File: src/rtl/jtframe_sdram_pkg.sv
// Shared types for the SDRAM bank arbiter: FSM state encoding and bank index width helper.
package jtframe_sdram_pkg;

    typedef enum logic [1:0] {
        ST_IDLE  = 2'd0,
        ST_ISSUE = 2'd1,
        ST_WAIT  = 2'd2,
        ST_RFSH  = 2'd3
    } arb_state_e;

    function automatic int unsigned bank_iw(input int unsigned banks);
        return (banks > 1) ? $clog2(banks) : 1;
    endfunction

endpackage

File: src/rtl/jtframe_rr_pick.sv
// Combinational round-robin picker: first requester after 'last', scanning cyclically.
module jtframe_rr_pick import jtframe_sdram_pkg::*; #(
    parameter int unsigned N  = 4,
    parameter int unsigned IW = bank_iw(N)
) (
    input  logic [N-1:0]  req_i,
    input  logic [IW-1:0] last_i,
    output logic [N-1:0]  grant_o,
    output logic [IW-1:0] idx_o,
    output logic          any_o
);

    logic          found;
    int unsigned   cand;
    logic [IW-1:0] cidx;

    always_comb begin
        grant_o = '0;
        idx_o   = '0;
        found   = 1'b0;
        cand    = 0;
        cidx    = '0;
        for (int unsigned k = 1; k <= N; k++) begin
            cand = (32'(last_i) + k) % N;
            cidx = IW'(cand);
            if (!found && req_i[cidx]) begin
                found         = 1'b1;
                grant_o[cidx] = 1'b1;
                idx_o         = cidx;
            end
        end
    end

    assign any_o = |req_i;

endmodule

File: src/rtl/jtframe_sdram_bank_arb.sv
// Round-robin arbiter sharing one single-issue SDRAM controller among bank requesters,
// with periodic auto-refresh slotted in between transactions.
module jtframe_sdram_bank_arb import jtframe_sdram_pkg::*; #(
    parameter int unsigned BANKS       = 4,
    parameter int unsigned SDRAMW      = 22,
    parameter int unsigned RFSH_PERIOD = 374
) (
    input  logic                    clk,
    input  logic                    rst_n,
    input  logic [BANKS-1:0]        ba_rd_i,
    input  logic [BANKS-1:0]        ba_wr_i,
    input  logic [BANKS*SDRAMW-1:0] ba_addr_i,
    input  logic [BANKS*16-1:0]     ba_din_i,
    input  logic [BANKS*2-1:0]      ba_wrmask_i,
    output logic [BANKS-1:0]        ba_ack_o,
    output logic [BANKS-1:0]        ba_rdy_o,
    output logic [BANKS-1:0]        ba_dst_o,
    output logic [15:0]             ba_dout_o,
    output logic                    ctl_rd_o,
    output logic                    ctl_wr_o,
    output logic [SDRAMW-1:0]       ctl_addr_o,
    output logic [15:0]             ctl_din_o,
    output logic [1:0]              ctl_wrmask_o,
    input  logic                    ctl_ack_i,
    input  logic                    ctl_rdy_i,
    input  logic                    ctl_dst_i,
    input  logic [15:0]             ctl_dout_i,
    output logic                    ctl_rfsh_o,
    input  logic                    ctl_rfsh_ack_i,
    output logic                    rfsh_miss_o
);

    localparam int unsigned   IW       = bank_iw(BANKS);
    localparam logic [IW-1:0] LAST_RST = IW'(BANKS - 1);

    arb_state_e        state_q;
    logic [BANKS-1:0]  grant_q;
    logic [IW-1:0]     gidx_q;
    logic [IW-1:0]     last_q;
    logic              ctl_rd_q;
    logic              ctl_wr_q;
    logic              ctl_rfsh_q;
    logic [SDRAMW-1:0] ctl_addr_q;
    logic [15:0]       ctl_din_q;
    logic [1:0]        ctl_wrmask_q;
    logic              rfsh_pend_q;
    logic              rfsh_miss_q;
    logic              rfsh_done;

    logic [BANKS-1:0]  req;
    logic [BANKS-1:0]  pick_grant;
    logic [IW-1:0]     pick_idx;
    logic              pick_any;

    assign req = ba_rd_i | ba_wr_i;

    jtframe_rr_pick #(
        .N  (BANKS),
        .IW (IW)
    ) u_pick (
        .req_i   (req),
        .last_i  (last_q),
        .grant_o (pick_grant),
        .idx_o   (pick_idx),
        .any_o   (pick_any)
    );

    always_ff @(posedge clk or negedge rst_n) begin
        if (!rst_n) begin
            state_q      <= ST_IDLE;
            grant_q      <= '0;
            gidx_q       <= '0;
            last_q       <= LAST_RST;
            ctl_rd_q     <= 1'b0;
            ctl_wr_q     <= 1'b0;
            ctl_rfsh_q   <= 1'b0;
            ctl_addr_q   <= '0;
            ctl_din_q    <= '0;
            ctl_wrmask_q <= 2'b11;
        end else begin
            unique case (state_q)
                ST_IDLE: begin
                    // A pending refresh always wins over bank requests
                    if (rfsh_pend_q) begin
                        ctl_rfsh_q <= 1'b1;
                        state_q    <= ST_RFSH;
                    end else if (pick_any) begin
                        grant_q      <= pick_grant;
                        gidx_q       <= pick_idx;
                        ctl_addr_q   <= ba_addr_i[32'(pick_idx)*SDRAMW +: SDRAMW];
                        ctl_din_q    <= ba_din_i[32'(pick_idx)*16 +: 16];
                        ctl_wrmask_q <= ba_wrmask_i[32'(pick_idx)*2 +: 2];
                        ctl_wr_q     <= ba_wr_i[pick_idx];
                        ctl_rd_q     <= ~ba_wr_i[pick_idx];
                        state_q      <= ST_ISSUE;
                    end
                end
                ST_ISSUE: begin
                    if (ctl_ack_i) begin
                        ctl_rd_q <= 1'b0;
                        ctl_wr_q <= 1'b0;
                        if (ctl_rdy_i) begin
                            last_q  <= gidx_q;
                            grant_q <= '0;
                            state_q <= ST_IDLE;
                        end else begin
                            state_q <= ST_WAIT;
                        end
                    end
                end
                ST_WAIT: begin
                    if (ctl_rdy_i) begin
                        last_q  <= gidx_q;
                        grant_q <= '0;
                        state_q <= ST_IDLE;
                    end
                end
                ST_RFSH: begin
                    if (ctl_rfsh_ack_i) begin
                        ctl_rfsh_q <= 1'b0;
                        state_q    <= ST_IDLE;
                    end
                end
                default: state_q <= ST_IDLE;
            endcase
        end
    end

    assign rfsh_done = (state_q == ST_RFSH) && ctl_rfsh_ack_i;

    if (RFSH_PERIOD > 0) begin : g_rfsh
        localparam int unsigned   CW     = (RFSH_PERIOD > 1) ? $clog2(RFSH_PERIOD) : 1;
        localparam logic [CW-1:0] RELOAD = CW'(RFSH_PERIOD - 1);

        logic [CW-1:0] cnt_q;

        always_ff @(posedge clk or negedge rst_n) begin
            if (!rst_n) begin
                cnt_q       <= RELOAD;
                rfsh_pend_q <= 1'b0;
                rfsh_miss_q <= 1'b0;
            end else begin
                rfsh_miss_q <= 1'b0;
                if (cnt_q == '0) begin
                    cnt_q       <= RELOAD;
                    rfsh_pend_q <= 1'b1;
                    // Only one refresh may be outstanding; an unserved one is dropped
                    rfsh_miss_q <= rfsh_pend_q & ~rfsh_done;
                end else begin
                    cnt_q <= cnt_q - 1'b1;
                    if (rfsh_done) rfsh_pend_q <= 1'b0;
                end
            end
        end
    end else begin : g_no_rfsh
        assign rfsh_pend_q = 1'b0;
        assign rfsh_miss_q = 1'b0;
    end

    always_comb begin
        ba_ack_o = (ctl_ack_i && state_q == ST_ISSUE) ? grant_q : '0;
        ba_rdy_o = (ctl_rdy_i && (state_q == ST_ISSUE || state_q == ST_WAIT)) ? grant_q : '0;
        ba_dst_o = ctl_dst_i ? grant_q : '0;
    end

    assign ba_dout_o    = ctl_dout_i;
    assign ctl_rd_o     = ctl_rd_q;
    assign ctl_wr_o     = ctl_wr_q;
    assign ctl_addr_o   = ctl_addr_q;
    assign ctl_din_o    = ctl_din_q;
    assign ctl_wrmask_o = ctl_wrmask_q;
    assign ctl_rfsh_o   = ctl_rfsh_q;
    assign rfsh_miss_o  = rfsh_miss_q;

endmodule
File: config.mk
export PLATFORM = sky130hd
export DESIGN_NAME = jtframe_sdram_bank_arb
export DESIGN_NICKNAME = d
export VERILOG_FILES = /design/src/rtl/jtframe_sdram_pkg.sv /design/src/rtl/jtframe_rr_pick.sv /design/src/rtl/jtframe_sdram_bank_arb.sv
export SDC_FILE = /design/constraint.sdc
export NUM_CORES = 1
export LEC_CHECK = 0
export ABC_AREA = 1
export CAP_MARGIN = 10
export CELL_PAD_IN_SITES_DETAIL_PLACEMENT = 1
export CELL_PAD_IN_SITES_GLOBAL_PLACEMENT = 1
export CORE_MARGIN = 3
export CORE_UTILIZATION = 29
export CTS_CLUSTER_SIZE = 25
export DETAILED_ROUTE_END_ITERATION = 10
export PLACE_DENSITY = 0.95
export SLEW_MARGIN = 10
export SYNTH_ARGS = -nofsm -noshare
export SYNTH_HDL_FRONTEND = slang
export SYNTH_SLANG_ARGS = --single-unit
File: constraint.sdc
create_clock -name clk -period 4 [get_ports clk]
set_clock_uncertainty 0.05 [all_clocks]
set_input_delay 0.8 -clock clk [delete_from_list [all_inputs] [get_ports clk]]
set_output_delay 0.8 -clock clk [all_outputs]
set_load 0.05 [all_outputs]
Word-level counts from Yosys, hierarchy flattened
Index checks and enable logic that the tools add are counted.
{ "op_classes": {"reduce_logical": 28, "n_mux": 61, "order_cmp": 9, "shifts": 3, "addsub": 5, "bitwise": 8, "n_mul": 1, "n_eq_ne": 10} }
{ "op_table": {"columns": ["cell", "n"], "rows": [
  ["88-bit by 8-bit indexed part select with 22-bit output", 1],
  ["64-bit by 7-bit indexed part select with 16-bit output", 1],
  ["4-bit 2-to-1 mux", 11],
  ["2-bit 2-to-1 mux", 12],
  ["1-bit 2-to-1 mux", 22],
  ["4-bit OR", 4],
  ["2-bit by 3-bit less-than comparator with 1-bit output (second input constant)", 5],
  ["2-bit != test (second input constant)", 6],
  ["4-bit one-hot mux with 3 select lines", 1],
  ["4-bit AND reduction", 3],
  ["1-bit binary-select mux with 2-bit select", 5],
  ["1-bit logical AND", 10],
  ["9-bit zero test", 1],
  ["9-bit 2-to-1 mux", 1],
  ["9-bit by 1-bit subtractor with 9-bit output (second input constant)", 1],
  ["1-bit demux with 2-bit select", 4],
  ["2-bit by 1-bit greater-or-equal comparator with 1-bit output (second input constant)", 4],
  ["2-bit one-hot mux with 4 select lines", 1],
  ["2-bit nonzero test", 4],
  ["8-bit by 4-bit indexed part select with 2-bit output", 1],
  ["2-bit by 4-bit multiplier with 6-bit output (second input constant)", 1],
  ["1-bit one-hot mux with 2 select lines", 3],
  ["3-bit AND reduction", 2],
  ["2-bit by 1-bit adder with 2-bit output (second input constant)", 2],
  ["13 further kinds", 19]
]} }
{ "word_totals": {"reg_bits": 64, "inputBits": 190, "out_inout_bits": 72} }

Depth between registers and ports, before layout
Gate-level depths: netlist (run 1).
{ "logic_depth": {"ltp_word": 19, "mapped_depth": 15, "depth_no_buf": 14} }

By module
From an unflattened synthesis (run 1), not the netlist that was laid out.
{ "hier_totals": {"cells_unflattened": 753, "area_unflattened_um2": 4774.6} }
{ "by_module_without_submodules": {"columns": ["module", "cells_each", "n_inst", "area_per_inst_um2"], "rows": [
  ["jtframe_sdram_bank_arb", 667, 1, 4246.6],
  ["jtframe_rr_pick", 86, 1, 528.0]
]} }

Worst setup path before layout (run 1)
No wires, ideal clock.
{ "synth_timing": {"path_kind": "input port to output port", "from": "in ctl_rdy_i", "to": "out ba_rdy_o[0]", "t_required_ns": 3.150, "arrival_ns": 1.566, "cell_stages": 2, "path_buffers": 0, "setup_slack_ns": 1.584, "path_cell_list": "nand2_1 -> nor2_1"} }
{ "synth_between": {"elab_chain_len": 2} }
{ "synth_lines": {"columns": ["item", "line", "source"], "rows": [
  ["start, declared", "jtframe_sdram_bank_arb.sv:25", "input logic ctl_rdy_i,"],
  ["1-bit logical AND", "jtframe_sdram_bank_arb.sv:162", "ba_rdy_o = (ctl_rdy_i && (state_q == ST_ISSUE || state_q == ST_WAIT)) ? grant_q : '0;"],
  ["4-bit 2-to-1 mux", "jtframe_sdram_bank_arb.sv:162", null],
  ["end, declared", "jtframe_sdram_bank_arb.sv:16", "output logic [BANKS-1:0] ba_rdy_o,"]
]} }
No other way between the ends.

Worst setup path in the final report (run 1)
Ends and elaborated chain as after synthesis.

==> metrics.md, run 1 <==
| Metric | Value |
|---|---|
| Synthesized cell area | `between 5000 and 6000 µm²` |
| PortBufs | `roughly 230` |
| Detailed placement HPWL | `between 10 and 15 mm` |
| Status | `finished clean` |
| RSZ-0062 raised after global routing | `false` |
| Worst hold path type | `reg2reg` |
| Register area share after synthesis | `a little under a third` |
| Mapped Nets | `between 1,000 and 1,500` |
| Number of hold buffers added after cts | `0` |
| Sw Ratio | `a little under three fifths` |
| CP peak stage delay | `0.81 ns` |
| Root buffer cell | `clkbuf_16` |
| Inst Count DP | `1,289` |
| Global-route wire length before repair | `~33 mm` |
| Post-CTS sizing | `0` |
| Nets | `about 1,300` |
| Yosys warning count | `0` |
| Buf/Inv on CP | `2` |
| Final Hold Vio Count | `0` |
| Max VDD drop | `0.503 mV` |
| Tot GR Track Use | `between 20% and 30%` |
| EDFF count, synth | `0` |
| Crit-path most repeated cell | `clkdlybuf4s50_1` |
| Highest routing layer actually used | `met4` |
| Share of cells above drive strength 1 | `under 10%` |
| Power Density | `between 900 and 1000 nW/µm²` |
| CTS Sinks | `64` |
| Max-slew headroom | `between 40% and 50%` |
| Antenna Violating Nets Remaining | `0` |
| Met3 Wirelength | `about 1.5 mm` |
| Critical Path RT | `roughly 3.2 ns` |
| CP Capture Type | `output pin` |
| Num rows | `between 40 and 50` |
| Endpoints failing setup | `0` |
| Wire length per cell | `15.9 µm` |
| Maxcap violations | `0` |
| Clk pwr share | `12.3%` |
| Avg Cell Area, Syn | `between 5 and 6 µm²` |
| Startpoint Class | `primary input` |
| H-tree Lvls | `3` |
| TritonCTS Buffers | `9` |
| Cell taking the most area after synthesis | `dfrtp_1` |
| Internal power | `about 3.1 mW` |
| Share of power burned in registers | `between 10% and 20%` |
| Vias per cell | `about 4.8` |
| Largest net degree at the start of global routing | `between 80 and 90` |
| Combinational share of power | `around 70%` |
| Minimum clock period | `3.24 ns` |
| GRT overflow | `0` |
| Worst-path maximum fanout | `6` |
| Leakage | `4.32 nW` |
| Worst R2R Setup Slack | `around 0.94 ns` |
| Crit Path Class | `in2out` |
| Final WL | `a little over 20 mm` |
| Synth unique cells | `30` |
| Initial antenna violation count | `0` |
| Slowest cell on the critical path | `clkdlybuf4s50_1` |
| Top-count cell post-synth | `nand2_1` |
| Number of DRC markers in iteration 0 | `300` |
| Starting Density | `between 30 and 40%` |
| Top Ports | `262` |
| Clk_lat worst skew | `0.35 ns` |
| Top cells by area, synth | `dfrtp_1 (25%), nand2_1 (21%), nand3_1 (16%)` |
| Largest delay share family, worst path | `buffers and inverters` |
| Synth top cells by count | `nand2_1 (300), inv_1 (192), nand3_1 (174)` |
| Residual DRC | `0` |
| Clock tree buffer depth | `2` |
| Register bit total from synthesis | `between 60 and 70` |
| Ys flop type | `dfrtp_1` |
| Chip width | `141 µm` |
| Fmax | `about 310 MHz` |
| Routed met2 length | `between 10 and 15 mm` |
| Clk slew on worst S/H paths | `roughly 0.060 ns` |
| RePlAce Congestion | `0.820` |
| Top cell type's share of synthesized area | `between 20% and 30%` |
| Vias | `a little over 6,000` |
| Routed met1 length | `around 8.3 mm` |
| Net switching power figure | `around 4.1 mW` |
| Vias in the first global route | `slightly below 7,000` |
| TritonCTS clock tree | `built` |
| Non-Filler Instances | `between 1,000 and 1,500` |
| Worst path cell trace | `clkdlybuf4s50_1 > nand2_1 > nor2_1 > clkdlybuf4s50_1` |
| Syn Inst Count | `885` |
| Setup TNS Final | `0 ns` |
| Slew @ Worst Pin | `0.877 ns` |
| Post-CTS Setup Bufs | `0` |
| Syn-to-layout area delta | `49.8%` |
| Area of the core | `approximately 18,000 µm²` |
| Post-synth ARST share | `100%` |
| Final Max Tran Viols | `0` |
| # diodes | `0` |
| Die footprint | `around 20,000 µm²` |
| Crit path DAT | `approximately 2.4 ns` |
| Die Y | `around 140 µm` |
| Period utilization | `80.9%` |
| DR pass1 iterations | `4` |
through the flow:
step           setup WS, ns  util (%)  total power, mW  area [µm²]  hold WS, ns
2_1_floorplan          1.58         -             4.85        5300        0.379
4_1_cts               0.763      45.1             7.28        7940        0.408
6_report              0.763      45.1             7.20        7940        0.404
3_5_place_dp          0.613      43.3             6.34        7610        0.393
3_3_place_gp          0.733      43.3             6.18        7610        0.386
5_1_grt               0.673      45.1             7.90        7940        0.420
placed cells by master (no fill, tap or decap), drive strengths merged, types with 3 or more instances in the layout:
master           n
a21oi            5
buf              9
clkbuf           9
clkdlybuf4s50  228
dfrtp           54
dfstp           10
ha              13
inv            197
nand2          304
nand3          175
nor2            35
nor3             4
o21ai           15
o22ai            5
o31ai            3
flip-flops by register name (all words and copies together) (netlist names):
| signal | cells |
|---|---|
| ctl_addr_o | 22 |
| ctl_din_o | 16 |
| g_rfsh.cnt_q | 9 |
| grant_q | 4 |
| ctl_wrmask_o | 2 |
| gidx_q | 2 |
| last_q | 2 |
| state_q | 2 |
| ctl_rd_o | 1 |
| ctl_rfsh_o | 1 |
| ctl_wr_o | 1 |
| rfsh_miss_o | 1 |
| rfsh_pend_q | 1 |
worst paths after layout:
kind / end / startpoint / cells past startpoint
worst min-delay path: g_rfsh.cnt_q[0]$_DFF_PN1_ / g_rfsh.cnt_q[0]$_DFF_PN1_ / 1
max in group asynchronous: ctl_addr_o[16]$_DFFE_PN0P_ / rst_n / 1
worst max-delay path: ba_rdy_o[0] / ctl_rdy_i / 4
min in group asynchronous: grant_q[3]$_DFFE_PN0P_ / rst_n / 1
worst max register to register: ctl_din_o[2]$_DFFE_PN0P_ / last_q[0]$_DFFE_PN1P_ / 14
worst min register to register: g_rfsh.cnt_q[0]$_DFF_PN1_ / g_rfsh.cnt_q[0]$_DFF_PN1_ / 1
cell families (layout without fill, tap and decap cells):
group                      Yosys count  after routing  synth area share (%)
and+or+nand+nor                    521            521                  41.9
buffers and inverters              253            448                  20.8
DFF                                 64             64                  30.4
AOI/OAI and AO/OA                   30             30                  3.19
xor gates and xnor gates             4              4                 0.661
adders and majority gates           13             13                  3.07
power groups by stage:
stage | Sequential (mW) | Combinational, mW | Clock, mW
after floorplan | 1.82 | 3.02 | 0
after global placement | 1.12 | 5.06 | 0
after detailed placement | 1.14 | 5.20 | 0
after CTS | 1.13 | 5.24 | 0.906
after global routing | 1.16 | 5.81 | 0.934
final | 1.13 | 5.19 | 0.884
layer usage:
metal / up-vias / GRT usage (%)
met5: - / 0
met4: 0 / 8.21
met3: 41 / 6.28
met2: 192 / 37.6
met1: 2954 / 22.7
li1: 3027 / -
area by class of cell:
cell class	instances	area, µm²
Clock buffer	9	225
Clock inverter	7	103
Fill cell	2315	9660
Inverter	195	732
Multi-Input combinational cell	568	2610
Sequential cell	64	1610
Tap cell	225	282
Timing Repair Buffer	237	2370
No activity file was read; power rests on OpenSTA's default activity.
==> run 2, diff against run 1 <==
--- a/config.mk
+++ b/config.mk
@@ -10,10 +10,10 @@
 export CELL_PAD_IN_SITES_DETAIL_PLACEMENT = 1
 export CELL_PAD_IN_SITES_GLOBAL_PLACEMENT = 1
 export CORE_MARGIN = 3
-export CORE_UTILIZATION = 29
+export CORE_UTILIZATION = 24
 export CTS_CLUSTER_SIZE = 25
 export DETAILED_ROUTE_END_ITERATION = 10
-export PLACE_DENSITY = 0.95
+export PLACE_DENSITY = 0.88
 export SLEW_MARGIN = 10
 export SYNTH_ARGS = -nofsm -noshare
 export SYNTH_HDL_FRONTEND = slang
==> constraint.sdc (replaced) <==
create_clock -name clk -period 2.95 [get_ports clk]
set_clock_uncertainty 0.05 [all_clocks]
set_input_delay 0.59 -clock clk [delete_from_list [all_inputs] [get_ports clk]]
set_output_delay 0.59 -clock clk [all_outputs]
set_load 0.05 [all_outputs]
==> metrics.md, run 2 (synthesis results as in run 1) <==
| Metric | Value |
|---|---|
| Reg area | `1610 µm²` |
| Commonest non-fill, non-tap cell in the layout | `nand2_1` |
| Pre-CTS setup slack | `0.0237 ns` |
| Detailed placement HPWL | `approximately 16 mm` |
| Die footprint | `about 24,000 µm²` |
| Worst hold path type | `in2async` |
| Area of the core | `between 20,000 and 25,000 µm²` |
| Critical Path RT | `around 3.1 ns` |
| Syn-to-layout area delta | `56.1%` |
| Buf/Inv on CP | `4` |
| Setup TNS Final | `0 ns` |
| Slowest cell on the critical path | `dfstp_2` |
| Multi-input gate area | `2610 µm²` |
| Number of hold buffers added after cts | `0` |
| CP peak stage delay | `0.62 ns` |
| CTS Sinks | `64` |
| Root buffer cell | `clkbuf_16` |
| Final Hold Vio Count | `0` |
| Combinational share of power | `73.6%` |
| Crit Path Class | `reg2reg` |
| Post-CTS Setup Bufs | `0` |
| Power Density | `between 1000 and 1500 nW/µm²` |
| Initial antenna violation count | `2` |
| Antenna Violating Nets Remaining | `0` |
| Final Max Tran Viols | `0` |
| Largest net degree at the start of global routing | `65` |
| Chip width | `155 µm` |
| Final worst slack | `approximately 0.20 ns` |
| Clk slew on worst S/H paths | `0.06 ns` |
| Period utilization | `between 90% and 100%` |
| Leading cell types in the layout, fill and taps excluded | `nand2_1 (300), clkdlybuf4s50_1 (216), inv_1 (192), nand3_1 (174), dfrtp_1 (54)` |
| Clk pwr share | `between 10% and 20%` |
| TritonCTS clock tree | `built` |
| Sw Ratio | `a little over half` |
| Worst-path maximum fanout | `17` |
| H-tree Lvls | `3` |
| # diodes | `0` |
| Clk_lat worst skew | `0.34 ns` |
| Max VDD drop | `around 0.71 mV` |
| Internal power | `~4.8 mW` |
| Startpoint Class | `flop` |
| Minimum clock period | `around 2.8 ns` |
| Final WL | `between 20 and 25 mm` |
| Die Y | `roughly 150 µm` |
| Fin util | `38.7%` |
| Crit path DAT | `a little under 3 ns` |
| Number of DRC markers in iteration 0 | `around 220` |
| Vias per cell | `between 4 and 5` |
| Min Hold Slack | `around 0.32 ns` |
| Vias | `between 6,000 and 7,000` |
| Leakage | `approximately 4.5 nW` |
| Maxcap violations | `0` |
| RePlAce Congestion | `0.872` |
| Share of cells above drive strength 1 | `about 7.6%` |
| Num rows | `between 50 and 60` |
| Crit-path most repeated cell | `nand2_1` |
| Non-Filler Instances | `about 1,400` |
| GRT overflow | `0` |
| Slew @ Worst Pin | `approximately 0.87 ns` |
| Inst Count DP | `about 1,400` |
| DR pass1 iterations | `4` |
| Net switching power figure | `5.52 mW` |
| Vias in the first global route | `about 6,500` |
| Layout fillers | `~2,800` |
| Worst path cell trace | `inv_1 > ha_1 > inv_1 > nand3_1 > nand2_1 > nor2_2 > buf_4 > nand2_1 > nand2_1 > nor2_4 > buf_4 > nand3_1 > nand3_1 > nand2_1` |
| TritonCTS Buffers | `9` |
| Global-route wire length before repair | `around 33 mm` |
| PortBufs | `approximately 230` |
| Max-slew headroom | `around two fifths` |
| Share of power burned in registers | `about 15%` |
| Residual DRC | `0` |
| Tot GR Track Use | `between 10% and 20%` |
| Clock tree buffer depth | `2` |
| Top Ports | `262` |
| Post-CTS sizing | `0` |
| Largest register FFs | `22` |
| Status | `finished clean` |
| Endpoints failing setup | `0` |
| Nets | `1,303` |
| Fmax | `about 360 MHz` |
| RSZ-0062 raised after global routing | `false` |
| Starting Density | `between 20% and 30%` |
| Largest delay share family, worst path | `simple AND/OR/NAND/NOR gates` |
| Wire length per cell | `14.9 µm` |
| CP Capture Type | `flop` |
## run 2: stage by stage
stage,instance area (µm²),power (mW)
6_report,8270,10.3
5_1_grt,8270,11.2
4_1_cts,8270,10.4
3_5_place_dp,7950,9.11
3_3_place_gp,7950,8.88
2_1_floorplan,5300,6.57
## run 2: worst reg2reg max path: stages (launching register included)
cell and delay, ns:
dfstp_2 0.62, inv_1 0.18, ha_1 0.39, inv_1 0.12, nand3_1 0.10, nand2_1 0.12, nor2_2 0.07, buf_4 0.13
nand2_1 0.05, nand2_1 0.07, nor2_4 0.16, buf_4 0.27, nand3_1 0.13, nand3_1 0.10, nand2_1 0.07
## run 2: cell type report
type	count	share of cell area, %
clock buffer	9	2.72
clock inverter	7	1.24
inverter	195	8.85
multi-input combinational	568	31.5
sequential	64	19.5
tap	275	4.16
timing repair buffer	262	32.0
## run 2: path summary, 6_finish.rpt
kind | slack, ns | cells past startpoint | from | end
setup / recovery | 0.20 | 14 | last_q[1]$_DFFE_PN1P_ | ctl_wr_o$_DFFE_PN0P_
hold / removal | 0.32 | 1 | rst_n | grant_q[3]$_DFFE_PN0P_
setup reg to reg | 0.20 | 14 | last_q[1]$_DFFE_PN1P_ | ctl_wr_o$_DFFE_PN0P_
hold reg to reg | 0.41 | 1 | g_rfsh.cnt_q[0]$_DFF_PN1_ | g_rfsh.cnt_q[0]$_DFF_PN1_
max in group asynchronous | 1.96 | 1 | rst_n | ctl_addr_o[11]$_DFFE_PN0P_
min in group clk | 0.41 | 1 | g_rfsh.cnt_q[0]$_DFF_PN1_ | g_rfsh.cnt_q[0]$_DFF_PN1_
## run 2: power groups by stage
stage               Clock, mW  Combinational, mW  Sequential, mW
floorplan                   0               4.10            2.47
global placement            0               7.37            1.51
detailed placement          0               7.58            1.53
CTS                      1.24               7.61            1.52
global route             1.28               8.36            1.56
finish                   1.19               7.56            1.52
## run 2: routing by layer
| metal | up-vias | track usage [%] | share of wire [%] |
|---|---|---|---|
| met5 | - | 0 | 0.14 |
| met4 | 4 | 5.42 | 1.9 |
| met3 | 32 | 4.84 | 6.9 |
| met2 | 163 | 29.8 | 49 |
| met1 | 2839 | 19.9 | 42 |
| li1 | 3081 | - | - |
